`config.mk`:
```
export PLATFORM = sky130hd
export DESIGN_NAME = dist_bank_reader_flat
export DESIGN_NICKNAME = d
export VERILOG_FILES = /design/src/rtl/dist_pkg.sv /design/src/rtl/dist_bank_reader_if.sv /design/src/rtl/dist_rd_fifo.sv /design/src/rtl/dist_bank_reader.sv /design/src/flat_wrapper.sv
export SDC_FILE = /design/constraint.sdc
export NUM_CORES = 1
export LEC_CHECK = 0
export ABC_AREA = 1
export BUFFER_PORTS_ARGS = -buffer_cell sky130_fd_sc_hd__buf_4
export CELL_PAD_IN_SITES_DETAIL_PLACEMENT = 2
export CELL_PAD_IN_SITES_GLOBAL_PLACEMENT = 2
export CORE_ASPECT_RATIO = 1.5
export CORE_MARGIN = 8
export CORE_UTILIZATION = 39
export CTS_CLUSTER_SIZE = 8
export DETAILED_ROUTE_END_ITERATION = 7
export PLACE_DENSITY = 0.89
export SYNTH_ARGS = -nofsm -noshare
export SYNTH_HDL_FRONTEND = slang
export SYNTH_SLANG_ARGS = --single-unit
export TNS_END_PERCENT = 10
```
`constraint.sdc`:
```
create_clock -name clk -period 18.67 [get_ports clk]
set_input_delay 0.9335 -clock clk [delete_from_list [all_inputs] [get_ports clk]]
set_output_delay 0.9335 -clock clk [all_outputs]
set_load 0.03 [all_outputs]
```
`src/rtl/dist_pkg.sv`:
```
// Shared defaults and reader state encoding for the distance/adjacency bank reader.
package dist_pkg;

  localparam int DEF_D          = 256;
  localparam int DEF_BW         = 1;
  localparam int DEF_ADDR_SPACE = 16;
  localparam int DEF_CNT_W      = 17;
  localparam int DEF_FIFO_DEPTH = 4;
  localparam int POPW           = $clog2(DEF_D * DEF_BW + 1);

  typedef enum logic [1:0] {
    IDLE  = 2'd0,
    RUN   = 2'd1,
    DRAIN = 2'd2,
    DONE  = 2'd3
  } rd_state_e;

endpackage

```
`src/rtl/dist_bank_reader_if.sv`:
```
// Reader control, bank read port and output row stream; master is the reader side.
// out_popcnt exists only when DIST_READER_POPCNT_EN is defined.
interface dist_bank_reader_if
  import dist_pkg::*;
#(
  parameter int D          = DEF_D,
  parameter int BW         = DEF_BW,
  parameter int ADDR_SPACE = DEF_ADDR_SPACE,
  parameter int CNT_W      = DEF_CNT_W
);

  logic                  start;
  logic [ADDR_SPACE-1:0] base_addr;
  logic [CNT_W-1:0]      num_rows;
  logic                  busy;
  logic                  done;
  logic [ADDR_SPACE-1:0] raddr;
  logic [D*BW-1:0]       rdata;
  logic                  out_valid;
  logic                  out_ready;
  logic [D*BW-1:0]       out_data;
  logic [CNT_W-1:0]      out_idx;
  logic                  out_last;
`ifdef DIST_READER_POPCNT_EN
  logic [$clog2(D*BW+1)-1:0] out_popcnt;

  modport master (
    input  start, base_addr, num_rows, rdata, out_ready,
    output busy, done, raddr, out_valid, out_data, out_idx, out_last, out_popcnt
  );
  modport slave (
    output start, base_addr, num_rows, rdata, out_ready,
    input  busy, done, raddr, out_valid, out_data, out_idx, out_last, out_popcnt
  );
`else
  modport master (
    input  start, base_addr, num_rows, rdata, out_ready,
    output busy, done, raddr, out_valid, out_data, out_idx, out_last
  );
  modport slave (
    output start, base_addr, num_rows, rdata, out_ready,
    input  busy, done, raddr, out_valid, out_data, out_idx, out_last
  );
`endif

endinterface

```
`src/rtl/dist_rd_fifo.sv`:
```
// Synchronous row FIFO with occupancy count; head is read combinationally from flops.
// Head reads as zero while empty so the stream outputs rest at zero.
module dist_rd_fifo #(
  parameter int W     = 8,
  parameter int DEPTH = 4
) (
  input  logic                     clk,
  input  logic                     rst_n,
  input  logic                     push,
  input  logic [W-1:0]             push_dat,
  input  logic                     pop,
  output logic                     head_vld,
  output logic [W-1:0]             head_dat,
  output logic [$clog2(DEPTH):0]   count
);

  localparam int AW = $clog2(DEPTH);

  logic [W-1:0]  mem [DEPTH];
  logic [AW-1:0] wr_ptr;
  logic [AW-1:0] rd_ptr;
  logic          full;
  logic          do_push;
  logic          do_pop;

  assign head_vld = (count != '0);
  assign full     = (count == (AW+1)'(DEPTH));
  assign do_pop   = pop && head_vld;
  assign do_push  = push && (!full || do_pop);

  always_ff @(posedge clk or negedge rst_n) begin
    if (!rst_n) begin
      wr_ptr <= '0;
      rd_ptr <= '0;
      count  <= '0;
    end else begin
      if (do_push) wr_ptr <= wr_ptr + 1'b1;
      if (do_pop)  rd_ptr <= rd_ptr + 1'b1;
      if (do_push != do_pop) count <= do_push ? count + 1'b1 : count - 1'b1;
    end
  end

  // Storage needs no reset: the head is masked until an entry is written.
  always_ff @(posedge clk) begin
    if (do_push) mem[wr_ptr] <= push_dat;
  end

  assign head_dat = head_vld ? mem[rd_ptr] : '0;

endmodule

```
`src/rtl/dist_bank_reader.sv`:
```
// Walks num_rows bank rows from base_addr; first row out 3 cycles after start, then 1/cycle.
// Credit issue never overruns the FIFO under backpressure; DIST_READER_POPCNT_EN adds out_popcnt.
module dist_bank_reader
  import dist_pkg::*;
#(
  parameter int D          = DEF_D,
  parameter int BW         = DEF_BW,
  parameter int ADDR_SPACE = DEF_ADDR_SPACE,
  parameter int CNT_W      = DEF_CNT_W,
  parameter int FIFO_DEPTH = DEF_FIFO_DEPTH
) (
  input logic               clk,
  input logic               rst_n,
  dist_bank_reader_if.master bus
);

  localparam int DW = D * BW;
  localparam int CW = $clog2(FIFO_DEPTH) + 1;
`ifdef DIST_READER_POPCNT_EN
  localparam int POPC_W = $clog2(DW + 1);
  localparam int PW     = POPC_W + 1 + CNT_W + DW;
`else
  localparam int PW     = 1 + CNT_W + DW;
`endif

  rd_state_e             state;
  logic [ADDR_SPACE-1:0] rd_ptr;
  logic [CNT_W-1:0]      issue_cnt;
  logic [CNT_W-1:0]      rows_q;
  logic                  inflight;
  logic [CNT_W-1:0]      infl_idx;
  logic                  infl_last;

  logic [CW-1:0]         fifo_count;
  logic [CW:0]           credit_used;
  logic                  issue;
  logic                  issue_last;
  logic                  head_vld;
  logic                  pop;
  logic [PW-1:0]         push_dat;
  logic [PW-1:0]         head_dat;

  // A row in flight already owns a FIFO slot, so it counts against the credit.
  assign credit_used = {1'b0, fifo_count} + {{CW{1'b0}}, inflight};
  assign issue       = (state == RUN) && (credit_used < (CW+1)'(FIFO_DEPTH));
  assign issue_last  = (issue_cnt == rows_q - CNT_W'(1));
  assign pop         = head_vld && bus.out_ready;

  always_ff @(posedge clk or negedge rst_n) begin
    if (!rst_n) begin
      state     <= IDLE;
      rd_ptr    <= '0;
      issue_cnt <= '0;
      rows_q    <= '0;
      inflight  <= 1'b0;
      infl_idx  <= '0;
      infl_last <= 1'b0;
    end else begin
      inflight <= issue;
      if (issue) begin
        infl_idx  <= issue_cnt;
        infl_last <= issue_last;
      end
      case (state)
        IDLE: begin
          if (bus.start) begin
            if (bus.num_rows == '0) begin
              state <= DONE;
            end else begin
              state     <= RUN;
              rd_ptr    <= bus.base_addr;
              rows_q    <= bus.num_rows;
              issue_cnt <= '0;
            end
          end
        end
        RUN: begin
          if (issue) begin
            rd_ptr    <= rd_ptr + 1'b1;
            issue_cnt <= issue_cnt + 1'b1;
            if (issue_last) state <= DRAIN;
          end
        end
        DRAIN: begin
          if (!inflight && pop && bus.out_last) state <= DONE;
        end
        DONE:    state <= IDLE;
        default: state <= IDLE;
      endcase
    end
  end

`ifdef DIST_READER_POPCNT_EN
  assign push_dat = {POPC_W'($countones(bus.rdata)), infl_last, infl_idx, bus.rdata};
`else
  assign push_dat = {infl_last, infl_idx, bus.rdata};
`endif

  dist_rd_fifo #(
    .W     (PW),
    .DEPTH (FIFO_DEPTH)
  ) u_fifo (
    .clk      (clk),
    .rst_n    (rst_n),
    .push     (inflight),
    .push_dat (push_dat),
    .pop      (pop),
    .head_vld (head_vld),
    .head_dat (head_dat),
    .count    (fifo_count)
  );

  assign bus.busy      = (state == RUN) || (state == DRAIN);
  assign bus.done      = (state == DONE);
  assign bus.raddr     = rd_ptr;
  assign bus.out_valid = head_vld;
  assign bus.out_data  = head_dat[DW-1:0];
  assign bus.out_idx   = head_dat[DW +: CNT_W];
  assign bus.out_last  = head_dat[DW + CNT_W];
`ifdef DIST_READER_POPCNT_EN
  assign bus.out_popcnt = head_dat[DW + CNT_W + 1 +: POPC_W];
`endif

endmodule

```
`src/flat_wrapper.sv`:
```
// flat-port wrapper written by rule: the top's interface ports become plain ports
module dist_bank_reader_flat import dist_pkg::*;
#(
  parameter int D          = DEF_D,
  parameter int BW         = DEF_BW,
  parameter int ADDR_SPACE = DEF_ADDR_SPACE,
  parameter int CNT_W      = DEF_CNT_W,
  parameter int FIFO_DEPTH = DEF_FIFO_DEPTH
)
  (clk, rst_n, bus_start, bus_base_addr, bus_num_rows, bus_rdata, bus_out_ready, bus_busy, bus_done, bus_raddr, bus_out_valid, bus_out_data, bus_out_idx, bus_out_last);
  dist_bank_reader_if #(.D(D), .BW(BW), .ADDR_SPACE(ADDR_SPACE), .CNT_W(CNT_W)) bus_i ();
  input logic clk;
  input logic rst_n;
  input wire logic [$bits(bus_i.start)-1:0] bus_start;
  input wire logic [$bits(bus_i.base_addr)-1:0] bus_base_addr;
  input wire logic [$bits(bus_i.num_rows)-1:0] bus_num_rows;
  input wire logic [$bits(bus_i.rdata)-1:0] bus_rdata;
  input wire logic [$bits(bus_i.out_ready)-1:0] bus_out_ready;
  output wire logic [$bits(bus_i.busy)-1:0] bus_busy;
  output wire logic [$bits(bus_i.done)-1:0] bus_done;
  output wire logic [$bits(bus_i.raddr)-1:0] bus_raddr;
  output wire logic [$bits(bus_i.out_valid)-1:0] bus_out_valid;
  output wire logic [$bits(bus_i.out_data)-1:0] bus_out_data;
  output wire logic [$bits(bus_i.out_idx)-1:0] bus_out_idx;
  output wire logic [$bits(bus_i.out_last)-1:0] bus_out_last;
  assign bus_i.start = bus_start;
  assign bus_i.base_addr = bus_base_addr;
  assign bus_i.num_rows = bus_num_rows;
  assign bus_i.rdata = bus_rdata;
  assign bus_i.out_ready = bus_out_ready;
  assign bus_busy = bus_i.busy;
  assign bus_done = bus_i.done;
  assign bus_raddr = bus_i.raddr;
  assign bus_out_valid = bus_i.out_valid;
  assign bus_out_data = bus_i.out_data;
  assign bus_out_idx = bus_i.out_idx;
  assign bus_out_last = bus_i.out_last;
  dist_bank_reader #(.D(D), .BW(BW), .ADDR_SPACE(ADDR_SPACE), .CNT_W(CNT_W), .FIFO_DEPTH(FIFO_DEPTH)) u_core (.clk(clk), .rst_n(rst_n), .bus(bus_i));
endmodule
```
==> results of run 1 <==
==> critical path: cells and delay by family (launching register included) <==
family	cells	cell delay [ps]
flip-flops	1	780
buffers and inverters	4	2760
AO/OA/AOI/OAI	2	660
==> registers in the layout, indices dropped and copies added, names as in the netlist, 2 cells and up <==
name	flops
u_core.u_fifo.rd_ptr	2
u_core.issue_cnt	17
u_core.u_fifo.count	3
u_core.rows_q	17
u_core.u_fifo.mem	1096
u_core.u_fifo.wr_ptr	2
u_core.bus.raddr	16
u_core.state	2
u_core.infl_idx	17
==> placed cells by master, fill, tap and decap left out, types with 7 or more instances in the layout <==
master and n:
a21oi_1 284, buf_4 616, clkbuf_1 22, clkbuf_16 167
dfrtp_1 76, diode_2 25, edfxtp_1 1096, ha_1 11
inv_1 67, nand2_1 201, nand2_2 7, nand3_1 30
nand4_1 9, nor2_1 1156, nor2_4 7, o21ai_0 598
xnor2_1 10, xor2_1 32
==> per-layer routing <==
layer  part of all wire  track usage  vias up
met5           0.000073            0        -
met4              0.047        0.121        2
met3              0.046       0.0486      383
met2               0.54        0.482     1180
met1               0.36        0.285    17698
li1                   -            -    14641
==> area by class of cell <==
type                            instances  area [sq um]
Sequential cell                      1174         34900
Timing Repair Buffer                  621          4720
Fill cell                           11737         62700
Clock buffer                          189          4260
Tap cell                             1580          1980
Clock inverter                         12           215
Antenna cell                           25          62.6
Inverter                               74           300
Multi-Input combinational cell       2396         10800
==> through the flow <==
| stage | setup slack [ps] | hold slack [ps] | instances |
|---|---|---|---|
| 3_3_place_gp | 13490 | 486 | 5845 |
| 5_1_grt | 12230 | 99.4 | 6067 |
| 4_1_cts | 12350 | 53.8 | 6046 |
| 2_1_floorplan | 4870 | 472 | 3877 |
| 6_report | 12540 | 108 | 6071 |
| 3_5_place_dp | 13260 | 507 | 5845 |
==> power groups by stage <==
stage	clock network (mW)	logic [mW]	registers, mW
floorplan	0	2.83	3.61
global placement	0	4.51	3.50
detailed placement	0	4.75	3.55
CTS	2.79	4.88	3.52
global route	2.87	5.11	3.55
finish	2.75	4.83	3.52
==> final timing paths <==
check | depth (start not counted) | endpoint | slack [ps]
max | 6 | bus_out_data[33] | 12540
min | 1 | u_core.rows_q[11] | 110
max reg2reg | 6 | u_core.u_fifo.mem[1][11] | 14070
min reg2reg | 0 | u_core.u_fifo.mem[0][261] | 510
max in group asynchronous | 2 | u_core.u_fifo.rd_ptr[0] | 17420
min in group clk | 1 | u_core.u_fifo.mem[0][129] | 360
==> cell families after synthesis <==
| kind of cell | count (synthesis) | synth area share |
|---|---|---|
| adders and majority gates | 12 | 0.00336 |
| buffers and inverters | 307 | 0.0277 |
| xor gates and xnor gates | 42 | 0.00784 |
| DFF | 1174 | 0.743 |
| and+or+nand+nor | 1443 | 0.120 |
| muxes | 4 | 0.000907 |
| AOI/OAI and AO/OA | 895 | 0.0967 |
==> results.yml, run 1 <==
yosys:
  synth_top_cells_by_area: "edfxtp_1 (70%), nor2_1 (9.3%), o21ai_0 (6.4%), dfrtp_1 (4.2%), a21oi_1 (3.0%)"
  syn_area_sq_um: 46900
  async_flop_share: 0.0664
  synth_seq_cells: 1174
  syn-num-nets: 4182
  yosysTopAreaCell: "edfxtp_1"
  syn_area_per_cell_sq_um: 12.1
  synth_cell_types: 45
  yosysWarnings: 0
  synth_cells: 3877
  yosysSeqAreaShare: 0.743
  synth_edf_count: 1096
  yosys-top-cells-count: "nor2_1 (1160), edfxtp_1 (1096), o21ai_0 (598)"
  yosysMostFrequentCell: "nor2_1"
  synth_top_area_share: 0.702
  synthFlopType: "edfxtp_1"
pwr:
  pwr-share-seq: 0.317
  p_int_mw: 6.22
  power_density_nw_per_um2: 194
  total_power_mw: 11.1
  p_sw_mw: 4.89
  clkPwrFrac: 0.248
  p_leak_nw: 20.5
  power_switching_share: 0.440
  peakVddDrop_uv: 147
  p_comb_frac: 0.435
die:
  die_y_microns: 441
  ios: 586
  dieArea_sq_um: 132000
  num_rows: 156
  start_util: 0.391
  core_area_sq_um: 120000
  chipWidth_microns: 299
route:
  detail_route.first_pass.iterations: 5
  via_per_inst: 5.58
  vias: 33904
  drc: 0
  drt_iter0_markers: 2282
  routed_wire_length_per_instance_microns: 29.5
  ant_nets: 0
  wl_microns: 179000
clocking:
  clock_path_buffers: 3
  cts_tree: "built"
  cts_inserted_buffers: 164
  clockRootBuffer: "clkbuf_16"
  cts.hold.buffers_added: 0
  ctsResizeCount: 0
  post_cts_buffers: 0
  htree_levels: 4
  worstSkewPairLatency_ps: 790
  cts.sinks: 1174
  clk_pin_slew_ps: 60
critical_path:
  arrival_ps: 5190
  cp_data_required_time_ps: 17740
  crit_slowest_cell: "buf_4"
  slowest_delay_ps: 990
  startpoint: "u_core.u_fifo.rd_ptr[0]"
  path_cells: "inv_8, buf_4, buf_4, o21ai_0, a21oi_1, buf_4"
  cpMostUsedCell: "buf_4"
  path_class: "flop to primary output"
  cp-start-kind: "flop"
  critPathCaptureType: "primary output"
  cp_max_fo: 172
  r2r-start: "u_core.u_fifo.count[0]"
placed_design:
  dp_hpwl_microns: 106000
  io_buffers: 585
  place_area_sq_um: 52600
  gp_congestion: 0.782
global_route:
  grt-ovfl-total: 0
  track_usage: 0.260
  grt_max_degree: 208
  grt_pass1_vias: 38499
  grt_pass1_wl_microns: 259000
  antenna_found_initial: 23
timing:
  tightest_slew_ps: 1240
  fin_skew_ps: 46.4
  hold_viol: 0
  fin_crit_sh: 0.328
  relSlewSlack: 0.176
  fmax_mhz: 163
  min_period_ps: 6130
  drv_slew: 0
  fin_setup_tns_ps: 0
  rsz0062_at_grt: "false"
  setup_viol: 0
layout:
  fin_nets: 4736
  final_util: 0.477
  drive_above_1_share: 0.189
  area_growth_pct: 21.9
  fin_area_sq_um: 57200
status:
  status: "finished, final reports clean"
job:
  cap_violations: 0
worst_hold_path:
  min_path_type: "primary input to asynchronous set/reset pin"
Note: power is estimated with default switching activity, not from simulation.
==> run 2, diff against run 1 <==
==> constraint.sdc (replaced) <==
create_clock -name clk -period 6.2 [get_ports clk]
set_input_delay 0.31 -clock clk [delete_from_list [all_inputs] [get_ports clk]]
set_output_delay 0.31 -clock clk [all_outputs]
set_load 0.03 [all_outputs]
==> results.yml, run 2 (synthesis results as in run 1) <==
critical_path:
  critPathCaptureType: "primary output"
  cp-start-kind: "flop"
  rr_worst_depth: 7
  cp_data_required_time_ps: 5890
  arrival_ps: 4500
  cp_max_fo: 210
  path_class: "flop to primary output"
layout:
  seqCellArea_sq_um: 34900
  fin_area_sq_um: 60200
  stdcell_count: 6381
  largest_register_ffs: 1096
  fin_nets: 5036
  n_fill_cell: 11498
  top_register: "u_core.u_fifo.mem"
  multi_input_area_sq_um: 10800
  drive_above_1_share: 0.179
  final_cell_mix: "nor2_1 (1156), edfxtp_1 (1096), buf_4 (616)"
  final_common_cell: "nor2_1"
  area_growth_pct: 28.4
timing:
  fmax_mhz: 208
  rsz0062_at_grt: "false"
  fin_skew_ps: 41.6
  setup_viol: 0
  relSlewSlack: 0.152
  drv_slew: 0
  fin_crit_sh: 0.775
  min_period_ps: 4810
  hold_viol: 0
  tightest_slew_ps: 1270
pwr:
  total_power_mw: 34.8
  peakVddDrop_uv: 475
  p_leak_nw: 21.7
  power_density_nw_per_um2: 577
route:
  wl_microns: 213000
  routed_wire_length_per_instance_microns: 33.3
  detail_route.first_pass.iterations: 5
  via_per_inst: 5.80
  ant_nets: 0
  drc: 0
  vias: 37013
  drt_iter0_markers: 3065
clocking:
  clock_path_buffers: 3
  clockRootBuffer: "clkbuf_16"
  htree_levels: 4
  cts.sinks: 1174
  post_cts_buffers: 0
  worstSkewPairLatency_ps: 800
  clk_pin_slew_ps: 60
  cts_inserted_buffers: 164
  ctsResizeCount: 0
  cts_tree: "built"
die:
  die_y_microns: 441
  num_rows: 156
  chipWidth_microns: 299
  dieArea_sq_um: 132000
  ios: 586
  core_area_sq_um: 120000
  start_util: 0.391
placed_design:
  gp_congestion: 0.787
  io_buffers: 585
  dp_cells: 5853
  dp_hpwl_microns: 106000
  place_area_sq_um: 52800
worst_hold_path:
  hold_depth: 4
  min_path_type: "primary input to flop"
global_route:
  antenna_found_initial: 30
  grt_max_degree: 211
  grt_pass1_vias: 41733
  grt-ovfl-total: 0
  grt_pass1_wl_microns: 304000
  track_usage: 0.310
job:
  cap_violations: 0
status:
  status: "finished, final reports clean"
run 2: cell count changes in the layout (fill, tap and decap cells not counted), sizes merged:
cell,before,now
diode,25,34
clkinv,6,5
dlygate4sd3,0,292
buf,621,629
clkbuf,189,191
run 2: worst paths after layout:
check,startpoint,endpoint,slack (ps)
max,u_core.u_fifo.rd_ptr[0],bus_out_data[210],1390
min,bus_out_ready,u_core.u_fifo.rd_ptr[0],90
max reg2reg,u_core.state[1],u_core.infl_idx[8],2420
min reg2reg,u_core.infl_idx[13],u_core.u_fifo.mem[0][269],540
max in group asynchronous,rst_n,u_core.issue_cnt[1],4390
min in group asynchronous,rst_n,u_core.bus.raddr[6],540
run 2: what timing repair did:
item / in CTS / in global routing
endpoints found under the setup margin: 0 / 0
endpoints found under the hold margin: 1093 / 0
hold buffers: 292 / 0
run 2: final cells by class:
class,instances,share of cell area
flip-flops and latches,1174,0.579
multi-input cells,2396,0.179
repair buffers,921,0.130
clock buffers,191,0.0709
well taps,1580,0.0328
inverters,74,0.00499
clock inverters,11,0.00210
diodes,34,0.00141
run 2: where the power goes:
group	total [mW]	internal, mW	switching (mW)
Sequential	10.7	9.90	0.769
Combinational	15.5	4.18	11.3
Clock	8.61	4.79	3.82
run 2: worst max-delay path: stages, from the launching register on:
cell and delay (ps):
dfrtp_4 910, buf_12 670, buf_4 620, nor2_1 160
nor2_1 200, o21ai_0 180, a21oi_1 310, buf_4 230
run 2: per-layer routing:
layer,up-vias,share of wire,track usage
li1,15247,-,-
met1,19250,0.35,0.334
met2,1888,0.53,0.572
met3,624,0.058,0.0587
met4,4,0.064,0.166
met5,-,0.00013,0
run 2: per-stage QoR:
stage / setup TNS, ps / setup WS [ps] / utilization / hold slack [ps]
floorplan: -2642800 / -2410 / - / 14.4
global placement: 0 / 2690 / 0.441 / 313
detailed placement: 0 / 2620 / 0.441 / 317
CTS: 0 / 1650 / 0.502 / 9.70
global route: 0 / 1340 / 0.502 / 81.7
finish: 0 / 1390 / 0.502 / 90.0
